**src/rtl/alu_seq.sv**
```systemverilog
// alu_seq: multi-cycle ALU for the ADDU..BR opcode set.
// Single-cycle ops finish one cycle after accept. SRA/SLG by n>0 run an
// iterative 1-bit/cycle shifter and finish 1+n cycles after accept.
// A persistent carry register is updated only when an op completes.
//
// Handshake rules:
//   Input side: an op is accepted on a rising edge where in_valid and
//   in_ready are both 1. in_ready is 1 only in IDLE, and in_valid is
//   ignored in any other state, so upstream must hold its op until it is taken.
//   Output side: result and flags are offered while out_valid is 1. They stay
//   stable until a rising edge with out_ready=1 takes them, and the block
//   then returns to IDLE.
module alu_seq #(
  parameter int WIDTH = 8
) (
  input  logic             CLK,
  input  logic             reset_n,
  input  logic             in_valid,
  output logic             in_ready,
  input  logic [3:0]       op,
  input  logic [WIDTH-1:0] a,
  input  logic [WIDTH-1:0] b,
  output logic             out_valid,
  input  logic             out_ready,
  output logic [WIDTH-1:0] result,
  output logic             carry,
  output logic             zero,
  output logic             branch,
  output logic             illegal,
  output logic [1:0]       stateDbg
);

  // Shift amount width is derived from the datapath width.
  localparam int SHW = $clog2(WIDTH);

  localparam logic [3:0] opAddu = 4'h0;
  localparam logic [3:0] opSub  = 4'h1;
  localparam logic [3:0] opXor  = 4'h2;
  localparam logic [3:0] opNot  = 4'h3;
  localparam logic [3:0] opSra  = 4'h4;
  localparam logic [3:0] opSro  = 4'h5;
  localparam logic [3:0] opSlg  = 4'h6;
  localparam logic [3:0] opSlo  = 4'h7;
  localparam logic [3:0] opBl   = 4'h8;
  localparam logic [3:0] opBmh  = 4'h9;
  localparam logic [3:0] opBr   = 4'hA;

  typedef enum logic [1:0] {
    IDLE  = 2'd0,
    SHIFT = 2'd1,
    DONE  = 2'd2
  } state_t;

  state_t           state;
  logic             inReadyReg;
  logic             outValidReg;
  logic [WIDTH-1:0] resultReg;
  logic             carryReg;
  logic             zeroReg;
  logic             branchReg;
  logic             illegalReg;
  logic [3:0]       opReg;
  logic [WIDTH-1:0] workReg;
  logic [SHW-1:0]   cnt;

  // Single-cycle datapath evaluated on the incoming op and operands.
  logic [WIDTH:0]   aluSum;
  logic [WIDTH-1:0] aluResult;
  logic             aluCarry;
  logic             aluBranch;
  logic             aluIllegal;
  logic             startShift;
  logic [SHW-1:0]   shAmt;

  // Iterative shifter step, direction chosen by the captured op.
  logic [WIDTH-1:0] shiftNext;
  logic             shiftOutBit;

  assign shAmt = b[SHW-1:0];

  // Decode and compute the result of every op that completes without shifting.
  always_comb begin
    aluSum     = {1'b0, a} + {1'b0, b};
    aluResult  = '0;
    aluCarry   = carryReg;
    aluBranch  = 1'b0;
    aluIllegal = 1'b0;
    startShift = 1'b0;
    case (op)
      opAddu: begin
        aluResult = aluSum[WIDTH-1:0];
        aluCarry  = aluSum[WIDTH];
      end
      opSub: begin
        aluResult = a - b;
        aluCarry  = (a < b);
      end
      opXor: aluResult = a ^ b;
      opNot: aluResult = ~a;
      opSra, opSlg: begin
        // A zero shift amount passes a through and leaves carry alone.
        aluResult  = a;
        startShift = (shAmt != '0);
      end
      opSro: begin
        aluResult = {carryReg, a[WIDTH-1:1]};
        aluCarry  = a[0];
      end
      opSlo: begin
        aluResult = {a[WIDTH-2:0], carryReg};
        aluCarry  = a[WIDTH-1];
      end
      opBl:  aluBranch = (a < b);
      opBmh: aluBranch = a[WIDTH-1];
      opBr:  aluBranch = 1'b1;
      default: aluIllegal = 1'b1;
    endcase
  end

  // One shifter step: SLG shifts left filling zero, SRA shifts right keeping the sign.
  always_comb begin
    shiftNext   = {workReg[WIDTH-1], workReg[WIDTH-1:1]};
    shiftOutBit = workReg[0];
    if (opReg == opSlg) begin
      shiftNext   = {workReg[WIDTH-2:0], 1'b0};
      shiftOutBit = workReg[WIDTH-1];
    end
  end

  // Control FSM with registered handshake outputs, result and flags.
  always_ff @(posedge CLK) begin
    if (!reset_n) begin
      state       <= IDLE;
      inReadyReg  <= 1'b1;
      outValidReg <= 1'b0;
      resultReg   <= '0;
      carryReg    <= 1'b0;
      zeroReg     <= 1'b0;
      branchReg   <= 1'b0;
      illegalReg  <= 1'b0;
      opReg       <= '0;
      workReg     <= '0;
      cnt         <= '0;
    end else begin
      case (state)
        IDLE: begin
          if (in_valid) begin
            opReg      <= op;
            workReg    <= a;
            cnt        <= shAmt;
            inReadyReg <= 1'b0;
            if (startShift) begin
              state <= SHIFT;
            end else begin
              state       <= DONE;
              outValidReg <= 1'b1;
              resultReg   <= aluResult;
              carryReg    <= aluCarry;
              zeroReg     <= (aluResult == '0);
              branchReg   <= aluBranch;
              illegalReg  <= aluIllegal;
            end
          end
        end
        SHIFT: begin
          workReg <= shiftNext;
          cnt     <= cnt - SHW'(1);
          // The last step's outgoing bit becomes the new carry.
          if (cnt == SHW'(1)) begin
            state       <= DONE;
            outValidReg <= 1'b1;
            resultReg   <= shiftNext;
            carryReg    <= shiftOutBit;
            zeroReg     <= (shiftNext == '0);
            branchReg   <= 1'b0;
            illegalReg  <= 1'b0;
          end
        end
        DONE: begin
          if (out_ready) begin
            state       <= IDLE;
            outValidReg <= 1'b0;
            inReadyReg  <= 1'b1;
          end
        end
        default: begin
          state       <= IDLE;
          outValidReg <= 1'b0;
          inReadyReg  <= 1'b1;
        end
      endcase
    end
  end

  assign in_ready  = inReadyReg;
  assign out_valid = outValidReg;
  assign result    = resultReg;
  assign carry     = carryReg;
  assign zero      = zeroReg;
  assign branch    = branchReg;
  assign illegal   = illegalReg;
  assign stateDbg  = state;

endmodule

```
**config.mk**
```make
export PLATFORM = sky130hd
export DESIGN_NAME = alu_seq
export DESIGN_NICKNAME = d
export VERILOG_FILES = /design/src/rtl/alu_seq.sv
export SDC_FILE = /design/constraint.sdc
export NUM_CORES = 1
export LEC_CHECK = 0
export BUFFER_PORTS_ARGS = -buffer_cell sky130_fd_sc_hd__buf_2
export CORE_MARGIN = 8
export CORE_UTILIZATION = 52
export CTS_CLUSTER_DIAMETER = 50
export DETAILED_ROUTE_END_ITERATION = 7
export PLACE_DENSITY = 0.76
export SYNTH_ARGS = -nofsm -noshare
export SYNTH_HDL_FRONTEND = slang
export SYNTH_SLANG_ARGS = --single-unit
```
**constraint.sdc**
```tcl
create_clock -name CLK -period 2.7 [get_ports CLK]
set_input_delay 0.54 -clock CLK [delete_from_list [all_inputs] [get_ports CLK]]
set_output_delay 0.54 -clock CLK [all_outputs]
set_load 0.005 [all_outputs]
```
==> reports/summary.md <==
The layout cell share with drive strength beyond 1 is 22.8%. The final critical path takes up 97.3% of the cycle. The most frequent cell after synthesis was sky130_fd_sc_hd__nand2_1. After synthesis, the share of flip-flops with an asynchronous set or reset is 0%. For the final number of max-transition violations, the log shows 0.

In this design, the critical path's most frequently occurring cell is sky130_fd_sc_hd__inv_1. Entering global routing, the biggest net connects 26 pins. Clock tree synthesis selected as its root buffer the cell sky130_fd_sc_hd__clkbuf_8.

The power per cell area was 442 nW/um^2. In this run the mean area of a mapped cell was 7.24 um^2. For this design the top-level I/O count stands at 40. The type of the worst setup path was in2reg. IR analysis of the VDD net gives a maximum drop of 0.352 mV.

After global routing the overflow that remains totals 0. The half-perimeter wire length after detailed placement was 6.47 mm. For this run, the slowest stage of the critical path takes 0.50 ns. After routing the design area is 3340 um^2. Biggest area consumer among synthesized cells: sky130_fd_sc_hd__dfxtp_1. The clock passes through at most 2 buffers.

The total count of hold-check failures in the final report is 0. The sum of routed wire segments on met1 is 3.67 mm, and the post-CTS clock slew at the launch and capture registers of the worst setup and hold paths is 0.07 ns. The pin slew with the least headroom to its limit was 0.817 ns. The placeable core region is 5110 um^2.

For the remaining max-slew budget at the tightest pin, the log shows 45.1%. The flow ran to the end, and the final reports show no timing, DRC or antenna violations. The tools report the fill cell instance count of the final layout as 474. The remaining routing DRC violations is 0.

The net count of the finished layout is 487. The highest layer touched by signal routing is met4. Summing all placed instances gives a cell area of 3200 um^2. Post-route minimum period: 2.63 ns.

The logs give 621 um^2 for the flip-flop and latch area and 0 for the initial antenna violation count. The tools report the total number of clock tree sinks as 31. The routed layout has 3,158 vias.

Sorting the synthesized cells by area gives the leading types as sky130_fd_sc_hd__dfxtp_1 22%, sky130_fd_sc_hd__ha_1 8.6%, sky130_fd_sc_hd__a21oi_1 8.0%. The first global-routing pass estimated 14.0 mm of wire. The logs give 2,887 for the via count of the first global-routing pass and 1.45 nW for the leakage component of the power. The die is 88.9 um wide.

The tools report the fraction of the core area covered by cells at the end of the flow as 65.4%. The hold slack is 0.450 ns. The detailed route wirelength on metal2 is 3.96 mm.

In this run the worst hold path is classified as reg2reg. The sequential fraction of the synthesis area was 22.4%. STA classifies the critical path endpoint as a flop. The clock reaches the later pin of the worst-skew pair after 0.29 ns. Counting instances, the worst hold path has a depth of 2. At the worst endpoint, the arrival time is 2.83 ns.

TritonCTS built the clock tree. The depth of the most critical reg-to-reg path works out to 6. The total setup violations reported at the end of the flow was 0; the maximum fanout count along the critical path was 3.

The area share of the leading cell type in the synthesized netlist was 22.4%; the number of instances in the synthesized netlist was 382. The first TritonRoute pass finished after 5 iterations. In this run the tool buffered the top-level ports with 39 buffer cells. STA classifies the critical path startpoint as an input pin.

The routed wirelength normalized by instance count is 16.8 um. The total wirelength of the detailed-routed design is 8.64 mm, and the clock skew after layout is 0.00870 ns. The total area of multi-input combinational cells is 1940 um^2. The critical path goes through buf_2, inv_1, ha_1, inv_1, fa_1, a21oi_2, o21ai_0, a21oi_1, o2111a_1, a41oi_2, or4_1, o32ai_2.

Across the run, the number of max-cap violations was 0. Counting instances in the post-synthesis netlist gives the leading cell types as 53 x sky130_fd_sc_hd__nand2_1, 44 x sky130_fd_sc_hd__a21oi_1, 37 x sky130_fd_sc_hd__nor2_1, 31 x sky130_fd_sc_hd__dfxtp_1. The post-synthesis cell type count is 65, and the area added between synthesis and finish is 20.7%.

The die covers 7910 um^2. Synthesis inferred 31 register bits. In this run the core area contains 26 standard-cell rows. The most used flip-flop cell after synthesis is sky130_fd_sc_hd__dfxtp_1. For the worst setup path, the data required time is 2.90 ns. The count of nets left with antenna violations once routing finished came out at 0.

In this run, CTS created clock tree buffers numbering 5. The post-synthesis instance area is 2770 um^2. From bottom edge to top edge, the die measures 88.9 um. When the netlist entered floorplanning its net count stood at 427. The starting density of the core came out at 54.1%.

During synthesis, Yosys emitted a total of 0 warnings. The global routing usage summed across all routing layers was 22.4%; the length of routed met3 wiring was 855 um. The run gives 273 as the detailed router's first-iteration violation count. The congestion estimate from routability-driven global placement came to 0.949.

The number of levels the H-tree was split into is 2, and the antenna diode count is 0. In the routed layout, each cell is associated on average with a via count of 6.16. The number of synthesized flops with an enable pin came out at 0. The top cell family by delay on the critical path was compound AO/OA/AOI/OAI gates. The number of buffers and inverters on the critical path is 3. The highest clock rate is 381 MHz, and the cell depth of the worst setup path is 12. The largest individual stage delay along the critical path comes from the cell sky130_fd_sc_hd__or4_1.
## metrics by stage
step                cells  setup TNS [ns]  power (W)  setup slack (ns)
finish                513               0    0.00148            0.0719
CTS                   512               0    0.00147            0.0487
global route          513         -0.0237    0.00155           -0.0237
global placement      504          -0.128   0.000977            -0.128
floorplan             382               0   0.000812            0.0571
detailed placement    504          -0.249   0.000984            -0.240
## worst min-delay path, delay by kind of cell (launching register included)
family             cells  cell delay (ns)
AOI/OAI and AO/OA      1             0.05
and+or+nand+nor        1             0.05
DFF                    1             0.31
## cell families after synthesis
kind of cell	share of synthesized area [%]
compound gates	29.3
xor+xnor	0.950
fa+ha+maj	10.0
buf+inv	8.10
flops	22.4
mux	3.71
simple gates	25.5
## layout make-up
class / count / share of cell area [%]
clock buffer: 6 / 2.47
clock inverter: 2 / 1.05
inverter: 23 / 2.59
multi-input combinational: 303 / 58.1
sequential: 31 / 18.6
tap: 70 / 2.62
timing repair buffer: 78 / 14.6
## placed cells by master, fill, tap and decap left out, types with 3 or more instances in the layout
master / Yosys / routed
sky130_fd_sc_hd__nor4_1: 5 / 4
sky130_fd_sc_hd__a21oi_1: 44 / 43
sky130_fd_sc_hd__buf_4: 0 / 39
sky130_fd_sc_hd__clkbuf_8: 0 / 6
sky130_fd_sc_hd__a31oi_1: 9 / 9
sky130_fd_sc_hd__nor2_1: 37 / 37
sky130_fd_sc_hd__inv_1: 19 / 19
sky130_fd_sc_hd__ha_1: 19 / 19
sky130_fd_sc_hd__nand2_1: 53 / 53
sky130_fd_sc_hd__nor3_1: 5 / 5
sky130_fd_sc_hd__o21ai_0: 19 / 18
sky130_fd_sc_hd__buf_2: 8 / 39
sky130_fd_sc_hd__a21o_1: 3 / 3
sky130_fd_sc_hd__xnor2_1: 3 / 3
sky130_fd_sc_hd__nor2b_1: 6 / 6
sky130_fd_sc_hd__a211oi_1: 6 / 6
sky130_fd_sc_hd__clkinv_1: 3 / 3
sky130_fd_sc_hd__mux2i_1: 8 / 8
sky130_fd_sc_hd__a221oi_1: 6 / 6
sky130_fd_sc_hd__nand2b_1: 5 / 5
sky130_fd_sc_hd__and3_1: 3 / 3
sky130_fd_sc_hd__o211ai_1: 10 / 10
sky130_fd_sc_hd__dfxtp_1: 31 / 31
sky130_fd_sc_hd__nand3_1: 13 / 13
## path summary, 6_finish.rpt
kind               startpoint         to  slack, ns
setup / recovery         a[0]       zero       0.07
hold / removal      result[4]  result[4]       0.45
setup reg to reg  stateDbg[0]       zero       0.64
hold reg to reg     result[4]  result[4]       0.45
## registers in the layout, indices dropped and copies added (netlist names)
register / flops
cnt: 3
workReg: 8
branch: 1
carry: 1
stateDbg: 2
out_valid: 1
result: 8
opReg: 4
illegal: 1
in_ready: 1
zero: 1
## per-layer routing
metal | vias up | GRT usage (%)
met5 | - | 0
met2 | 197 | 35.5
li1 | 1496 | -
met3 | 18 | 4.87
met1 | 1447 | 29.5
met4 | 0 | 6.91
## what timing repair did
item                       4_1_cts  5_1_grt
gates resized for setup          0        4
setup endpoints to repair        0        1
hold buffers                     0        0
buffers inserted                 0        1
## report_power, final
part           switching (W)  internal, W
sequential         0.0000246     0.000490
clock               0.000185     0.000299
combinational       0.000272     0.000206
(Power assumes the default switching activity.)
